===== config.mk =====
export PLATFORM = sky130hd
export DESIGN_NAME = echo_delay_controller
export DESIGN_NICKNAME = d
export VERILOG_FILES = /design/src/rtl/echo_delay_controller.sv
export SDC_FILE = /design/constraint.sdc
export NUM_CORES = 1
export LEC_CHECK = 0
export CORE_ASPECT_RATIO = 1.2
export CORE_MARGIN = 2
export CORE_UTILIZATION = 40
export DETAILED_ROUTE_END_ITERATION = 8
export SLEW_MARGIN = 25
export SYNTH_ARGS = -nofsm -noshare
export SYNTH_HDL_FRONTEND = slang
export SYNTH_SLANG_ARGS = --single-unit

===== constraint.sdc =====
create_clock -name CLOCK_50 -period 4.55 [get_ports CLOCK_50]
set_clock_uncertainty 0.2 [all_clocks]
set_input_delay 0.91 -clock CLOCK_50 [delete_from_list [all_inputs] [get_ports CLOCK_50]]
set_output_delay 0.91 -clock CLOCK_50 [all_outputs]
set_load 0.005 [all_outputs]

===== src/rtl/echo_delay_controller.sv =====
// Delay-line SRAM sequencer for the echo path: zero-fills the memory after reset, then
// per audio frame reads the sample written `delay` frames ago and writes the new one.
module echo_delay_controller #(
    parameter int unsigned ADDR_W = 16,
    parameter int unsigned DATA_W = 16,
    parameter int unsigned RD_LAT = 2
) (
    input  logic                     CLOCK_50,
    input  logic                     reset,
    input  logic                     ADCLRCK,
    input  logic signed [DATA_W-1:0] sample_in,
    input  logic        [ADDR_W-1:0] delay,
    input  logic signed [DATA_W-1:0] Q,
    output logic signed [DATA_W-1:0] D,
    output logic        [ADDR_W-1:0] read_address,
    output logic        [ADDR_W-1:0] write_address,
    output logic                     W_E,
    output logic signed [DATA_W-1:0] delayed_out,
    output logic                     delayed_valid,
    output logic                     init_done,
    output logic                     sample_miss
);

    localparam logic [2:0] RdLatCnt = 3'(RD_LAT);

    typedef enum logic [2:0] {
        StClear,
        StIdle,
        StIssue,
        StWait,
        StWrite
    } state_e;

    state_e                     state;
    logic        [ADDR_W:0]     clr_cnt;
    logic        [ADDR_W-1:0]   wr_ptr;
    logic        [2:0]          wait_cnt;
    logic signed [DATA_W-1:0]   sample_reg;
    logic                       s1, s2, s3;
    logic                       frame_edge;
    logic        [ADDR_W-1:0]   d_eff;

    always_comb begin
        frame_edge = s2 & ~s3;
        // A zero delay would read the slot being written this frame.
        d_eff = (delay == '0) ? ADDR_W'(1) : delay;
    end

    always_ff @(posedge CLOCK_50) begin
        if (reset) begin
            state         <= StClear;
            clr_cnt       <= '0;
            wr_ptr        <= '0;
            wait_cnt      <= '0;
            sample_reg    <= '0;
            s1            <= 1'b0;
            s2            <= 1'b0;
            s3            <= 1'b0;
            D             <= '0;
            read_address  <= '0;
            write_address <= '0;
            W_E           <= 1'b0;
            delayed_out   <= '0;
            delayed_valid <= 1'b0;
            init_done     <= 1'b0;
            sample_miss   <= 1'b0;
        end else begin
            s1            <= ADCLRCK;
            s2            <= s1;
            s3            <= s2;
            W_E           <= 1'b0;
            delayed_valid <= 1'b0;
            sample_miss   <= 1'b0;
            unique case (state)
                StClear: begin
                    // Top bit of the counter marks that the last address has been written.
                    if (clr_cnt[ADDR_W]) begin
                        init_done <= 1'b1;
                        state     <= StIdle;
                    end else begin
                        W_E           <= 1'b1;
                        D             <= '0;
                        write_address <= clr_cnt[ADDR_W-1:0];
                        clr_cnt       <= clr_cnt + 1'b1;
                    end
                end
                StIdle: begin
                    if (frame_edge) state <= StIssue;
                end
                StIssue: begin
                    sample_miss  <= frame_edge;
                    sample_reg   <= sample_in;
                    read_address <= wr_ptr - d_eff;
                    wait_cnt     <= 3'd1;
                    state        <= StWait;
                end
                StWait: begin
                    sample_miss <= frame_edge;
                    if (wait_cnt == RdLatCnt) begin
                        // Write strobe is set up here so W_E is high during the WRITE state.
                        delayed_out   <= Q;
                        delayed_valid <= 1'b1;
                        W_E           <= 1'b1;
                        write_address <= wr_ptr;
                        D             <= sample_reg;
                        state         <= StWrite;
                    end else begin
                        wait_cnt <= wait_cnt + 3'd1;
                    end
                end
                StWrite: begin
                    sample_miss <= frame_edge;
                    wr_ptr      <= wr_ptr + 1'b1;
                    state       <= StIdle;
                end
                default: state <= StClear;
            endcase
        end
    end

endmodule


==> implementation parameters <==
Parameter                              Value

Status
  Run status    complete, but fails checks
  Failing checks    DRC

Worst setup path
  Worst reg2reg path depth    9
  Worst setup SP type    input port
  Stage delay of the slowest cell on the critical path    0.54 ns
  Crit Path Category    input port to flip-flop
  Reg2reg end    read_address[10]
  Source of the critical timing path    delay[9]
  Chain of cells forming the critical path    clkdlybuf4s50_1 > nor4_1 > a41o_1 > ha_1 > inv_1 > fa_1 > a21o_1 > a211oi_1 > o21ai_0 > or4b_1 > nand3_1
  Critical R2R Launch    wr_ptr[0]
  Crit path arrival time    4.03 ns
  CP endpoint kind    flip-flop
  Cell with the biggest individual delay on the critical path    sky130_fd_sc_hd__or4b_1
  Req. time, crit path    4.70 ns
  Critical-path maximum fanout    5
  Minimum setup slack among reg-to-reg paths    ~1.6 ns

Floorplan
  Number of ports placed on the die boundary    approximately 120
  Die extent in x    113 um
  Rows    47
  DIE HEIGHT    135 um
  Starting density of the core    about two fifths
  Placeable Area    around 14000 um^2
  Die Area    about 15000 um^2

Cells and area
  Most common library cell in the layout ignoring fill and taps    sky130_fd_sc_hd__nand2_1
  Register with the highest flop count    clr_cnt
  Net count, final    870
  Final core utilization    54.6%
  Number of diodes    0
  Number of fill cells    1316
  Layout cell share with drive strength beyond 1    6.06%
  Leading cell types in the layout, fill and taps excluded    sky130_fd_sc_hd__nand2_1, sky130_fd_sc_hd__dfxtp_1, sky130_fd_sc_hd__clkdlybuf4s50_1
  Area of all sequential standard cells    between 2000 and 3000 um^2
  Multi-input combinational cell area    roughly 3000 um^2
  Max FFs per register    17
  Finished layout cell area    7580 um^2
  Area added between synthesis and finish    32.4%

Synthesis
  Cell count after synthesis    690
  Simple-gate portion of the synthesized area    25.3%
  Fraction of registers with async set or reset after synthesis    0%
  Yosys top cell area share    44.1%
  Synth Net Count    762
  Proportion of synthesized area in mux cells    0.896%
  Area share of xor/xnor cells in the synthesized design    roughly 4.3%
  Most used flip-flop cell after synthesis    sky130_fd_sc_hd__dfxtp_1
  Dominant cells by area after synthesis    sky130_fd_sc_hd__dfxtp_1, sky130_fd_sc_hd__nand2_1, sky130_fd_sc_hd__a21oi_1, sky130_fd_sc_hd__ha_1, sky130_fd_sc_hd__nor2_1
  Share of the yosys chip area belonging to registers    around 44%
  Dominant cell type by area after synthesis    sky130_fd_sc_hd__dfxtp_1
  Per-instance average area after synthesis    8.30 um^2
  Number of warnings printed during yosys synthesis    0
  Number of enable-type register cells in the synthesized netlist    0
  Adder and majority gate portion of the synthesized area    4.72%
  Register bit count reported by yosys    126
  Largest family of logic cells by synthesized area    simple AND/OR/NAND/NOR gates
  Post-synth cell types    between 50 and 60
  Cell area after synthesis    5720 um^2
  Compound-Gate Fraction of Synth Area    16.7%

Clock tree
  Register clock-pin slew on the reported worst setup and hold paths    0.05 ns
  TritonCTS clock tree    yes
  Clock H-tree levels    4
  Latest clock arrival within the worst-skew pair    between 0.4 and 0.5 ns
  Number of setup buffers added after CTS    0
  Quantity of hold-fixing buffers added after cts    0
  CTS max path bufs    2
  Count of clock tree sinks    126
  Root buffer cell    sky130_fd_sc_hd__clkbuf_16
  Number of buffers inserted during clock tree synthesis    17
  Cts repair resizes    0

Timing
  Min cycle time layout    3.88 ns
  Final setup violating endpoints    0
  Highest clock frequency the design can meet    around 260 MHz
  Max-slew headroom    47.5%
  Sum of negative setup slack    0 ns
  Number of max-slew violations in the final report    0
  Final count of hold timing violations    0
  Worst Max-Slew Pin Slew    between 0.7 and 0.8 ns
  Unrepaired setup endpoints after global routing    false
  Period utilisation layout    85.3%

Route
  TritonRoute pass-1 iters    7
  Vias per std cell    5.35
  WL per Instance    16.2 um
  Met2 WL    7.89 mm
  Post-detailed-routing wire length    15.9 mm
  Highest Signal Layer    met4
  Wire length on met1    about 6.9 mm
  Metal3 WL    728 um
  Detailed router's first-iteration violation count    between 200 and 300
  Number of remaining DRC errors    11
  Number of vias in the routed layout    5242
  Remaining number of nets flagged by the antenna check after routing    0

Global route
  Antenna violations before repair    0
  Largest net degree at the start of global routing    74
  Vias in the first global route    5106
  Overflow left after global routing    0
  First-pass GRT wire length    25.7 mm
  GR Util All Layers    21.1%

Placement
  Count of buffers from port buffering    118
  Routability-driven placement congestion ratio    approximately 0.88
  Post-placement cell area    between 7000 and 8000 um^2
  Final HPWL DP    between 10 and 15 mm

Hold path
  Worst Min Path Start    s1
  Class of the tightest hold or removal check    flip-flop to flip-flop
  Hold Crit Depth    1
  Worst min-delay path endpoint    s2

Job
  Max-Cap Viols    0

Pwr
  Maximum vdd drop    201 uV
  Cell leakage power    2.75 nW
  Total power divided by cell area    327 nW/um^2
-- metal layers --
metal,track usage (%),vias up
li1,-,2635
met1,25.1,2451
met2,36.5,131
met3,5.30,25
met4,8.67,0
met5,0,-
-- cells in the mapped netlist (all sizes together) (4+ instances only) --
cell	number
o21ai	21
xnor2	16
inv	24
nand3b	8
a211oi	9
or3	11
nor2b	5
a311oi	14
and2	4
nor3b	4
nand4	9
clkbuf	30
and4	4
buf	6
ha	20
a21oi	60
nand2	132
nor2	65
and3	8
nor4	7
a22o	16
mux2i	4
nor3	20
xor2	12
nand3	17
dfxtp	126
-- power by group --
part | internal (mW) | switching, mW | total [mW]
combinational | 0.0617 | 0.0545 | 0.116
clock | 0.786 | 0.461 | 1.25
sequential | 1.11 | 0.00448 | 1.11
-- worst max path at each step --
stage                             endpoint  cells after the start
final                     read_address[10]                     11
after global routing      read_address[10]                     11
after CTS                 read_address[10]                     11
after detailed placement  read_address[10]                     11
after global placement    read_address[10]                     11
after floorplan           read_address[10]                     10
-- stage by stage --
| step | setup WS [ns] | instances | power (mW) | hold slack [ns] |
|---|---|---|---|---|
| finish | 0.670 | 980 | 2.48 | 0.238 |
| global route | 0.356 | 980 | 2.58 | 0.267 |
| CTS | 0.667 | 980 | 2.51 | 0.245 |
| detailed placement | 0.245 | 950 | 1.25 | 0.233 |
| global placement | 0.303 | 950 | 1.25 | 0.224 |
| floorplan | 1.05 | 690 | 1.19 | 0.214 |
-- kinds of logic after synthesis --
family | Yosys count
and+or+nand+nor | 303
AOI/OAI and AO/OA | 147
DFF | 126
buffers and inverters | 60
xor gates and xnor gates | 28
adders and majority gates | 21
muxes | 5
-- worst max-delay path: cells and delay by family --
kind / cells / cell delay (ns)
compound gates: 4 / 1.14
simple gates: 3 / 0.94
fa+ha+maj: 2 / 0.56
buf+inv: 2 / 0.47
-- cell type report --
type,instances,area share (%)
clock buffers,24,6.36
clock inverters,6,0.809
repair buffers,125,16.2
flip-flops and latches,126,33.3
multi-input cells,504,39.3
inverters,24,1.19
well taps,171,2.82
(Power assumes the default switching activity.)
